### config.mk
export PLATFORM = sky130hd
export DESIGN_NAME = wb_unit_flat
export DESIGN_NICKNAME = d
export VERILOG_FILES = /design/src/rtl/wb_unit_if.sv /design/src/rtl/wb_unit.sv /design/src/flat_wrapper.sv
export SDC_FILE = /design/constraint.sdc
export NUM_CORES = 1
export LEC_CHECK = 0
export BUFFER_PORTS_ARGS = -buffer_cell sky130_fd_sc_hd__buf_4
export CORE_ASPECT_RATIO = 0.8
export CORE_MARGIN = 5
export CORE_UTILIZATION = 52
export CTS_CLUSTER_DIAMETER = 40
export DETAILED_ROUTE_END_ITERATION = 8
export MAX_ROUTING_LAYER = met4
export PLACE_DENSITY = 0.85
export SLEW_MARGIN = 5
export SYNTH_ARGS = -nofsm -noshare
export SYNTH_HDL_FRONTEND = slang
export SYNTH_SLANG_ARGS = --single-unit
### constraint.sdc
create_clock -name clk -period 3.7 [get_ports clk]
set_clock_uncertainty 0.05 [all_clocks]
set_input_delay 0.74 -clock clk [delete_from_list [all_inputs] [get_ports clk]]
set_output_delay 0.74 -clock clk [all_outputs]
set_load 0.005 [all_outputs]
### src/rtl/wb_unit_if.sv
// Writeback-stage bus: the MEM-stage result handshake, the data-memory response,
// and the register-file write port with its bypass copy.
interface wb_unit_if;
  // Handshake: a result transfers on the rising clk edge where in_valid and in_ready
  // are both high; in_valid may change freely while in_ready is low.
  logic        in_valid;
  logic        in_ready;
  logic        in_regw;
  logic [4:0]  in_rd;
  logic [1:0]  in_wbsel;
  logic [31:0] in_alu;
  logic [31:0] in_pc4;
  logic [2:0]  in_funct3;
  logic [1:0]  in_addr_lo;
  logic        dmem_rvalid;
  logic [31:0] dmem_rdata;
  logic        dmem_err;
  logic        RegW;
  logic [4:0]  Rd;
  logic [31:0] Wd;
  logic        fwd_valid;
  logic [4:0]  fwd_rd;
  logic [31:0] fwd_data;

  modport master (
    output in_valid, in_regw, in_rd, in_wbsel, in_alu, in_pc4, in_funct3, in_addr_lo,
    output dmem_rvalid, dmem_rdata, dmem_err,
    input  in_ready, RegW, Rd, Wd, fwd_valid, fwd_rd, fwd_data
  );

  modport slave (
    input  in_valid, in_regw, in_rd, in_wbsel, in_alu, in_pc4, in_funct3, in_addr_lo,
    input  dmem_rvalid, dmem_rdata, dmem_err,
    output in_ready, RegW, Rd, Wd, fwd_valid, fwd_rd, fwd_data
  );
endinterface

### src/rtl/wb_unit.sv
// RV32I writeback stage: retires MEM-stage results, waits on load data with a
// timeout, aligns/extends loads and issues one registered register-file write.
module wb_unit #(
  parameter int TIMEOUT = 16,
  parameter int CNT_W   = 32
) (
  input  logic             clk,
  input  logic             rst_n,
  wb_unit_if.slave         bus,
  output logic             load_err,
  output logic             busy,
  output logic [CNT_W-1:0] retired,
  output logic [1:0]       state_dbg
);

  typedef enum logic [1:0] {
    S_IDLE     = 2'd0,
    S_WAIT_MEM = 2'd1,
    S_WRITE    = 2'd2
  } state_t;

  localparam int TW = (TIMEOUT > 1) ? $clog2(TIMEOUT) : 1;
  localparam logic [TW-1:0] TMO_LAST = TW'(TIMEOUT - 1);

  state_t        state;
  logic [TW-1:0] tmo_cnt;
  logic [4:0]    l_rd;
  logic          l_regw;
  logic [2:0]    l_funct3;
  logic [1:0]    l_addr_lo;

  logic        accept;
  logic        is_load;
  logic        load_bad;
  logic [31:0] nonload_wd;

  function automatic logic [31:0] extract(input logic [2:0] f3, input logic [1:0] lo,
                                          input logic [31:0] w);
    logic [7:0]  b;
    logic [15:0] h;
    b = 8'(w >> {lo, 3'b000});
    h = lo[1] ? w[31:16] : w[15:0];
    case (f3)
      3'b000:  extract = {{24{b[7]}}, b};
      3'b100:  extract = {24'd0, b};
      3'b001:  extract = {{16{h[15]}}, h};
      3'b101:  extract = {16'd0, h};
      default: extract = w;
    endcase
  endfunction

  assign bus.in_ready  = (state != S_WAIT_MEM);
  assign accept        = bus.in_valid & bus.in_ready;
  assign is_load       = (bus.in_wbsel == 2'b01);
  assign nonload_wd    = (bus.in_wbsel == 2'b10) ? bus.in_pc4 : bus.in_alu;
  assign bus.fwd_valid = bus.RegW;
  assign bus.fwd_rd    = bus.Rd;
  assign bus.fwd_data  = bus.Wd;
  assign state_dbg     = state;

  // Misaligned or illegal-funct3 loads abort at accept without touching memory.
  always_comb begin
    load_bad = 1'b0;
    case (bus.in_funct3)
      3'b000, 3'b100: load_bad = 1'b0;
      3'b001, 3'b101: load_bad = bus.in_addr_lo[0];
      3'b010:         load_bad = |bus.in_addr_lo;
      default:        load_bad = 1'b1;
    endcase
  end

  always_ff @(posedge clk or negedge rst_n) begin
    if (!rst_n) begin
      state     <= S_IDLE;
      tmo_cnt   <= '0;
      l_rd      <= '0;
      l_regw    <= 1'b0;
      l_funct3  <= '0;
      l_addr_lo <= '0;
      bus.RegW  <= 1'b0;
      bus.Rd    <= '0;
      bus.Wd    <= '0;
      load_err  <= 1'b0;
      busy      <= 1'b0;
      retired   <= '0;
    end else begin
      bus.RegW <= 1'b0;
      load_err <= 1'b0;
      case (state)
        S_IDLE, S_WRITE: begin
          if (accept) begin
            if (is_load) begin
              if (load_bad) begin
                load_err <= 1'b1;
                state    <= S_IDLE;
              end else begin
                l_rd      <= bus.in_rd;
                l_regw    <= bus.in_regw;
                l_funct3  <= bus.in_funct3;
                l_addr_lo <= bus.in_addr_lo;
                tmo_cnt   <= '0;
                busy      <= 1'b1;
                state     <= S_WAIT_MEM;
              end
            end else begin
              bus.RegW <= bus.in_regw & (bus.in_rd != 5'd0);
              bus.Rd   <= bus.in_rd;
              bus.Wd   <= nonload_wd;
              retired  <= retired + CNT_W'(1);
              state    <= S_WRITE;
            end
          end else begin
            state <= S_IDLE;
          end
        end
        S_WAIT_MEM: begin
          // A response arriving in the last allowed cycle still wins over the timeout.
          if (bus.dmem_rvalid) begin
            busy <= 1'b0;
            if (bus.dmem_err) begin
              load_err <= 1'b1;
              state    <= S_IDLE;
            end else begin
              bus.RegW <= l_regw & (l_rd != 5'd0);
              bus.Rd   <= l_rd;
              bus.Wd   <= extract(l_funct3, l_addr_lo, bus.dmem_rdata);
              retired  <= retired + CNT_W'(1);
              state    <= S_WRITE;
            end
          end else if (tmo_cnt == TMO_LAST) begin
            busy     <= 1'b0;
            load_err <= 1'b1;
            state    <= S_IDLE;
          end else begin
            tmo_cnt <= tmo_cnt + TW'(1);
          end
        end
        default: state <= S_IDLE;
      endcase
    end
  end

endmodule

### src/flat_wrapper.sv
// flat-port wrapper written by rule: the top's interface ports become plain ports
module wb_unit_flat 
#(
  parameter int TIMEOUT = 16,
  parameter int CNT_W   = 32
)
  (clk, rst_n, load_err, busy, retired, state_dbg, bus_in_valid, bus_in_regw, bus_in_rd, bus_in_wbsel, bus_in_alu, bus_in_pc4, bus_in_funct3, bus_in_addr_lo, bus_dmem_rvalid, bus_dmem_rdata, bus_dmem_err, bus_in_ready, bus_RegW, bus_Rd, bus_Wd, bus_fwd_valid, bus_fwd_rd, bus_fwd_data);
  wb_unit_if bus_i ();
  input  logic clk;
  input  logic rst_n;
  output logic load_err;
  output logic busy;
  output logic [CNT_W-1:0] retired;
  output logic [1:0] state_dbg;
  input wire logic [$bits(bus_i.in_valid)-1:0] bus_in_valid;
  input wire logic [$bits(bus_i.in_regw)-1:0] bus_in_regw;
  input wire logic [$bits(bus_i.in_rd)-1:0] bus_in_rd;
  input wire logic [$bits(bus_i.in_wbsel)-1:0] bus_in_wbsel;
  input wire logic [$bits(bus_i.in_alu)-1:0] bus_in_alu;
  input wire logic [$bits(bus_i.in_pc4)-1:0] bus_in_pc4;
  input wire logic [$bits(bus_i.in_funct3)-1:0] bus_in_funct3;
  input wire logic [$bits(bus_i.in_addr_lo)-1:0] bus_in_addr_lo;
  input wire logic [$bits(bus_i.dmem_rvalid)-1:0] bus_dmem_rvalid;
  input wire logic [$bits(bus_i.dmem_rdata)-1:0] bus_dmem_rdata;
  input wire logic [$bits(bus_i.dmem_err)-1:0] bus_dmem_err;
  output wire logic [$bits(bus_i.in_ready)-1:0] bus_in_ready;
  output wire logic [$bits(bus_i.RegW)-1:0] bus_RegW;
  output wire logic [$bits(bus_i.Rd)-1:0] bus_Rd;
  output wire logic [$bits(bus_i.Wd)-1:0] bus_Wd;
  output wire logic [$bits(bus_i.fwd_valid)-1:0] bus_fwd_valid;
  output wire logic [$bits(bus_i.fwd_rd)-1:0] bus_fwd_rd;
  output wire logic [$bits(bus_i.fwd_data)-1:0] bus_fwd_data;
  assign bus_i.in_valid = bus_in_valid;
  assign bus_i.in_regw = bus_in_regw;
  assign bus_i.in_rd = bus_in_rd;
  assign bus_i.in_wbsel = bus_in_wbsel;
  assign bus_i.in_alu = bus_in_alu;
  assign bus_i.in_pc4 = bus_in_pc4;
  assign bus_i.in_funct3 = bus_in_funct3;
  assign bus_i.in_addr_lo = bus_in_addr_lo;
  assign bus_i.dmem_rvalid = bus_dmem_rvalid;
  assign bus_i.dmem_rdata = bus_dmem_rdata;
  assign bus_i.dmem_err = bus_dmem_err;
  assign bus_in_ready = bus_i.in_ready;
  assign bus_RegW = bus_i.RegW;
  assign bus_Rd = bus_i.Rd;
  assign bus_Wd = bus_i.Wd;
  assign bus_fwd_valid = bus_i.fwd_valid;
  assign bus_fwd_rd = bus_i.fwd_rd;
  assign bus_fwd_data = bus_i.fwd_data;
  wb_unit #(.TIMEOUT(TIMEOUT), .CNT_W(CNT_W)) u_core (.clk(clk), .rst_n(rst_n), .bus(bus_i), .load_err(load_err), .busy(busy), .retired(retired), .state_dbg(state_dbg));
endmodule
# [Word-level counts from Yosys, hierarchy flattened]
# Index checks and enable logic that the tools add are counted.
[word_totals] ff_bits=89 input_bits=114 wordCells=105
[classes] addsub=2 eq_ne=22 shifts=1 mux=50 bitwise=4 n_reduce_logical=14
[op_table] op="$mux W32" n=9
[op_table] op="$pmux W32 S2" n=2
[op_table] op="$pmux W32 S4" n=1
[op_table] op="$add A32 B1 Y32 const B" n=1
[op_table] op="$shr A32 B5 Y8" n=1
[op_table] op="$mux W4" n=5
[op_table] op="$mux W5" n=4
[op_table] op="$mux W1" n=16
[op_table] op="$mux W16" n=1
[op_table] op="$eq A3 B3 Y1 const B" n=4
[op_table] op="$ne A2 B2 Y1 const B" n=6
[op_table] op="$mux W2" n=5
[op_table] op="$pmux W5 S2" n=1
[op_table] op="$reduce_and A5 Y1" n=2
[op_table] op="$reduce_bool A5 Y1" n=2
[op_table] op="$pmux W4 S2" n=1
[op_table] op="$reduce_or A2 Y1" n=4
[op_table] op="$eq A3 B1 Y1 const B" n=2
[op_table] op="$logic_not A3 Y1" n=2
[op_table] op="$ne A2 B1 Y1 const B" n=3
[op_table] op="$pmux W1 S2" n=3
[op_table] op="$reduce_and A6 Y1" n=1
[op_table] op="$add A4 B1 Y4 const B" n=1
[op_table] op="$eq A2 B1 Y1 const B" n=2
[op_table] op="11 further kinds" n=14

# [Depth between registers and ports, before layout]
[logic_depth] word_depth=7 ltp_mapped=7 depth_no_buf=6

# [Worst setup path after synthesis]
# OpenSTA, ideal clock, no wires.
[synth_timing] path_type="input -> register" start="in bus_dmem_err" end="reg u_core.retired[30]" t_arrival_ps=2293 required_ps=3526 slack_ps=1233 path_stages=6 n_path_buf=1 cell_sequence="and4bb_2 > a21oi_2 > or4b_1 > buf_6 > or3b_4 > xnor2_2"
[synth_via] elab_chain_cells=2
[synth_rtl] item="start: declaration" line_no="flat_wrapper.sv:25" text="input wire logic [$bits(bus_i.dmem_err)-1:0] bus_dmem_err;"
[synth_rtl] item="$ne A2 B2 Y1 (no source line)"
[synth_rtl] item="$reduce_and A5 Y1 (no source line)"
[synth_rtl] item="end signal: assignment" line_no="wb_unit.sv:109" text="retired <= retired + CNT_W'(1);"
[synth_rtl] item="end signal: assignment" line_no="wb_unit.sv:127" text="retired <= retired + CNT_W'(1);"
[synth_rtl] item="end: declaration" line_no="wb_unit.sv:12" text="output logic [CNT_W-1:0] retired,"
# No other way between the ends.
# A chain may end at the register's enable or synchronous reset.

# [Worst setup path in the final report]
# Ends and elaborated chain as after synthesis.

==> flow_summary.toml <==
[run_status]
status = "complete, no violations"

[yosys]
syn_area_per_cell_um2 = 9.157
synth_warnings = 0
syn-num-nets = 668
syn-cell-area_um2 = 5055
synth_cell_type_count = 49
synth-edff-count = 0
yosys_register_bits = 89
synth_top_flop_cell = "dfrtp_1"
ys_seq_area_share_pct = 44.06
synth_cells = 552
async_reset_ff_share_pct = 100.0

[clocking]
postCtsHoldBufs = 0
ctsResizeCount = 0
cts_sinks = 89
htree_levels = 3
root_buffer = "clkbuf_16"
cts_tree = "yes"
cts_buffers = 9
clkTransAtPathRegs_ns = 0.07
post_cts_buffers = 0
clkLatencyLatePin_ns = 0.33
clk_path_buf_depth = 2

[drt]
drt.antenna.violating_nets = 0
drc = 0
dr_total_vias = 4974
routed_wirelength_um = 16390
drt-pass1-iter-count = 5
drtIter0Drc = 629
wire_per_inst_um = 19.15
viasPerCell = 5.811

[timing]
finalHoldViolCount = 0
worst_pin_slew_ns = 1.094
setup_violations = 0
layout_setup_ws_ns = 1.212
slew_headroom_pct = 27.06
clock.fmax_mhz = 402.0
fin_setup_tns_ns = 0
post-route-period-util_pct = 67.23
fin_crit_ns = 2.488
rsz0062_at_grt = "no"
maxSlewViolCount = 0

[floorplanning]
pin_count = 227
core_um2 = 9569
rows = 32
start_util_pct = 52.82
die_h_um = 98.19
dieArea_um2 = 11800
die_w_um = 120.2

[global_routing]
gr-usage-all-layers_pct = 27.81
grt_pass1_vias = 4839
overflow = 0
antenna_found_initial = 0
grt_pass1_wl_um = 25790
grt_max_degree = 90

[critical_path]
critical_path_required_ns = 3.86
crit_type = "input port to flop"
crit_path_start_kind = "input port"
worstPathMaxFanout = 11
critPathCaptureType = "flop"
crit_arrival_ns = 2.65

[finish]
drive_gt1_share_pct = 39.35
fill_cells = 720
flow.area_growth_from_synthesis_pct = 36.04
antenna_cells = 0
layout.nets = 848

[placed_design]
pre_cts_ws_ns = 0.8867
place_congestion = 0.9265
port_buffers = 226
place_hpwl_um = 12570

[power]
leakage_nw = 3.325
ir_worst_vdd_mv = 0.2437
power_per_cell_area_nw_per_um2 = 447.0

[worst_hold_path]
hp-class = "flop to flop"

[run]
cap_violations = 0
-- final timing paths --
check                                         start                  to  slack [ns]  depth (start not counted)
worst max-delay path                   bus_dmem_err  u_core.retired[30]        1.21                          6
worst min register to register   u_core.retired[31]  u_core.retired[31]        0.42                          1
min in group asynchronous                     rst_n   u_core.bus.Wd[23]        0.57                          1
worst min-delay path             u_core.retired[31]  u_core.retired[31]        0.42                          1
worst max register to register  u_core.l_addr_lo[1]    u_core.bus.Wd[8]        1.24                          5
max in group asynchronous                     rst_n   u_core.retired[2]        2.34                          1
-- where the power goes --
| group | switching [mW] | leakage (nW) | total (mW) | internal (mW) |
|---|---|---|---|---|
| Clock | 0.397 | 0.142 | 0.931 | 0.534 |
| Sequential | 0.153 | 1.11 | 1.26 | 1.11 |
| Combinational | 0.417 | 2.07 | 0.881 | 0.464 |
-- flip-flops by register name, summed over array words and instances (netlist names) --
name and flops:
u_core.l_funct3 3, u_core.state_dbg 2, u_core.bus.Rd 5, u_core.retired 32, u_core.bus.RegW 1, u_core.load_err 1
u_core.tmo_cnt 4, u_core.l_regw 1, u_core.busy 1, u_core.bus.Wd 32, u_core.l_addr_lo 2, u_core.l_rd 5
-- layout by cell type, fill, tap and decap left out, drive strengths merged, types with 4 or more instances in the layout --
master | netlist | final
nor3 | 6 | 6
o21ai | 21 | 21
a31oi | 9 | 9
nand3 | 14 | 14
a21oi | 31 | 31
nor2 | 33 | 33
nand2 | 109 | 109
a221o | 8 | 8
clkbuf | 24 | 10
and4 | 5 | 5
xnor2 | 21 | 21
nand4 | 10 | 10
o31ai | 4 | 4
o22ai | 20 | 20
a221oi | 7 | 7
nor2b | 6 | 6
nor3b | 4 | 4
buf | 41 | 234
xor2 | 12 | 12
mux2 | 31 | 31
inv | 13 | 16
dfrtp | 89 | 89
-- critical path: stages --
cell and delay (ns):
buf_4 0.12, and4bb_2 0.31, a21oi_2 0.11, or4b_1 0.77, or3b_4 0.46, xnor2_2 0.14
-- cell families (layout without fill, tap and decap cells) --
| kind of cell | after synthesis | in the layout | share of synthesized area, % |
|---|---|---|---|
| and+or+nand+nor | 207 | 207 | 19.36 |
| AOI/OAI and AO/OA | 109 | 109 | 13.71 |
| DFF | 89 | 89 | 44.06 |
| buffers and inverters | 78 | 263 | 8.762 |
| muxes | 34 | 34 | 7.747 |
| xor gates and xnor gates | 33 | 33 | 5.866 |
| adders and majority gates | 2 | 2 | 0.4950 |
-- cell usage after synthesis (14+ instances only) --
library cell	instances	share of area (%)
nand2_1	109	8.1
dfrtp_1	89	44
buf_4	38	5.6
nor2_1	33	2.5
mux2_2	31	6.9
a21oi_1	30	3.0
clkbuf_1	24	1.8
o21ai_0	21	2.1
o22ai_1	20	2.5
xnor2_1	20	3.5
nand3_1	14	1.4
-- metrics by stage --
step | utilization, % | power, mW | std cells | instance area (um^2) | hold WS (ns)
6_report | 71.86 | 3.074 | 856 | 6877 | 0.4227
5_1_grt | 71.86 | 3.221 | 856 | 6877 | 0.4397
4_1_cts | 71.86 | 3.076 | 856 | 6877 | 0.4278
3_5_place_dp | 68.70 | 2.147 | 840 | 6574 | 0.4189
3_3_place_gp | 68.70 | 2.107 | 840 | 6574 | 0.4150
2_1_floorplan | - | 1.710 | 552 | 5055 | 0.3944
-- layout make-up --
| type | instances | area, um^2 | area share (%) |
|---|---|---|---|
| timing repair buffer | 234 | 1757 | 25.55 |
| clock buffer | 10 | 229.0 | 3.330 |
| clock inverter | 6 | 73.82 | 1.074 |
| multi-input combinational | 385 | 2392 | 34.79 |
| inverter | 13 | 48.80 | 0.7096 |
| sequential | 89 | 2227 | 32.39 |
| tap | 119 | 148.9 | 2.165 |
-- per-layer routing --
metal	track usage, %	vias to the layer above	share of wire [%]
li1	-	2266	-
met1	34.99	2414	38
met2	47.06	265	51
met3	4.690	29	8.7
met4	6.969	0	1.8
met5	-	-	0
(Power assumes the default switching activity.)
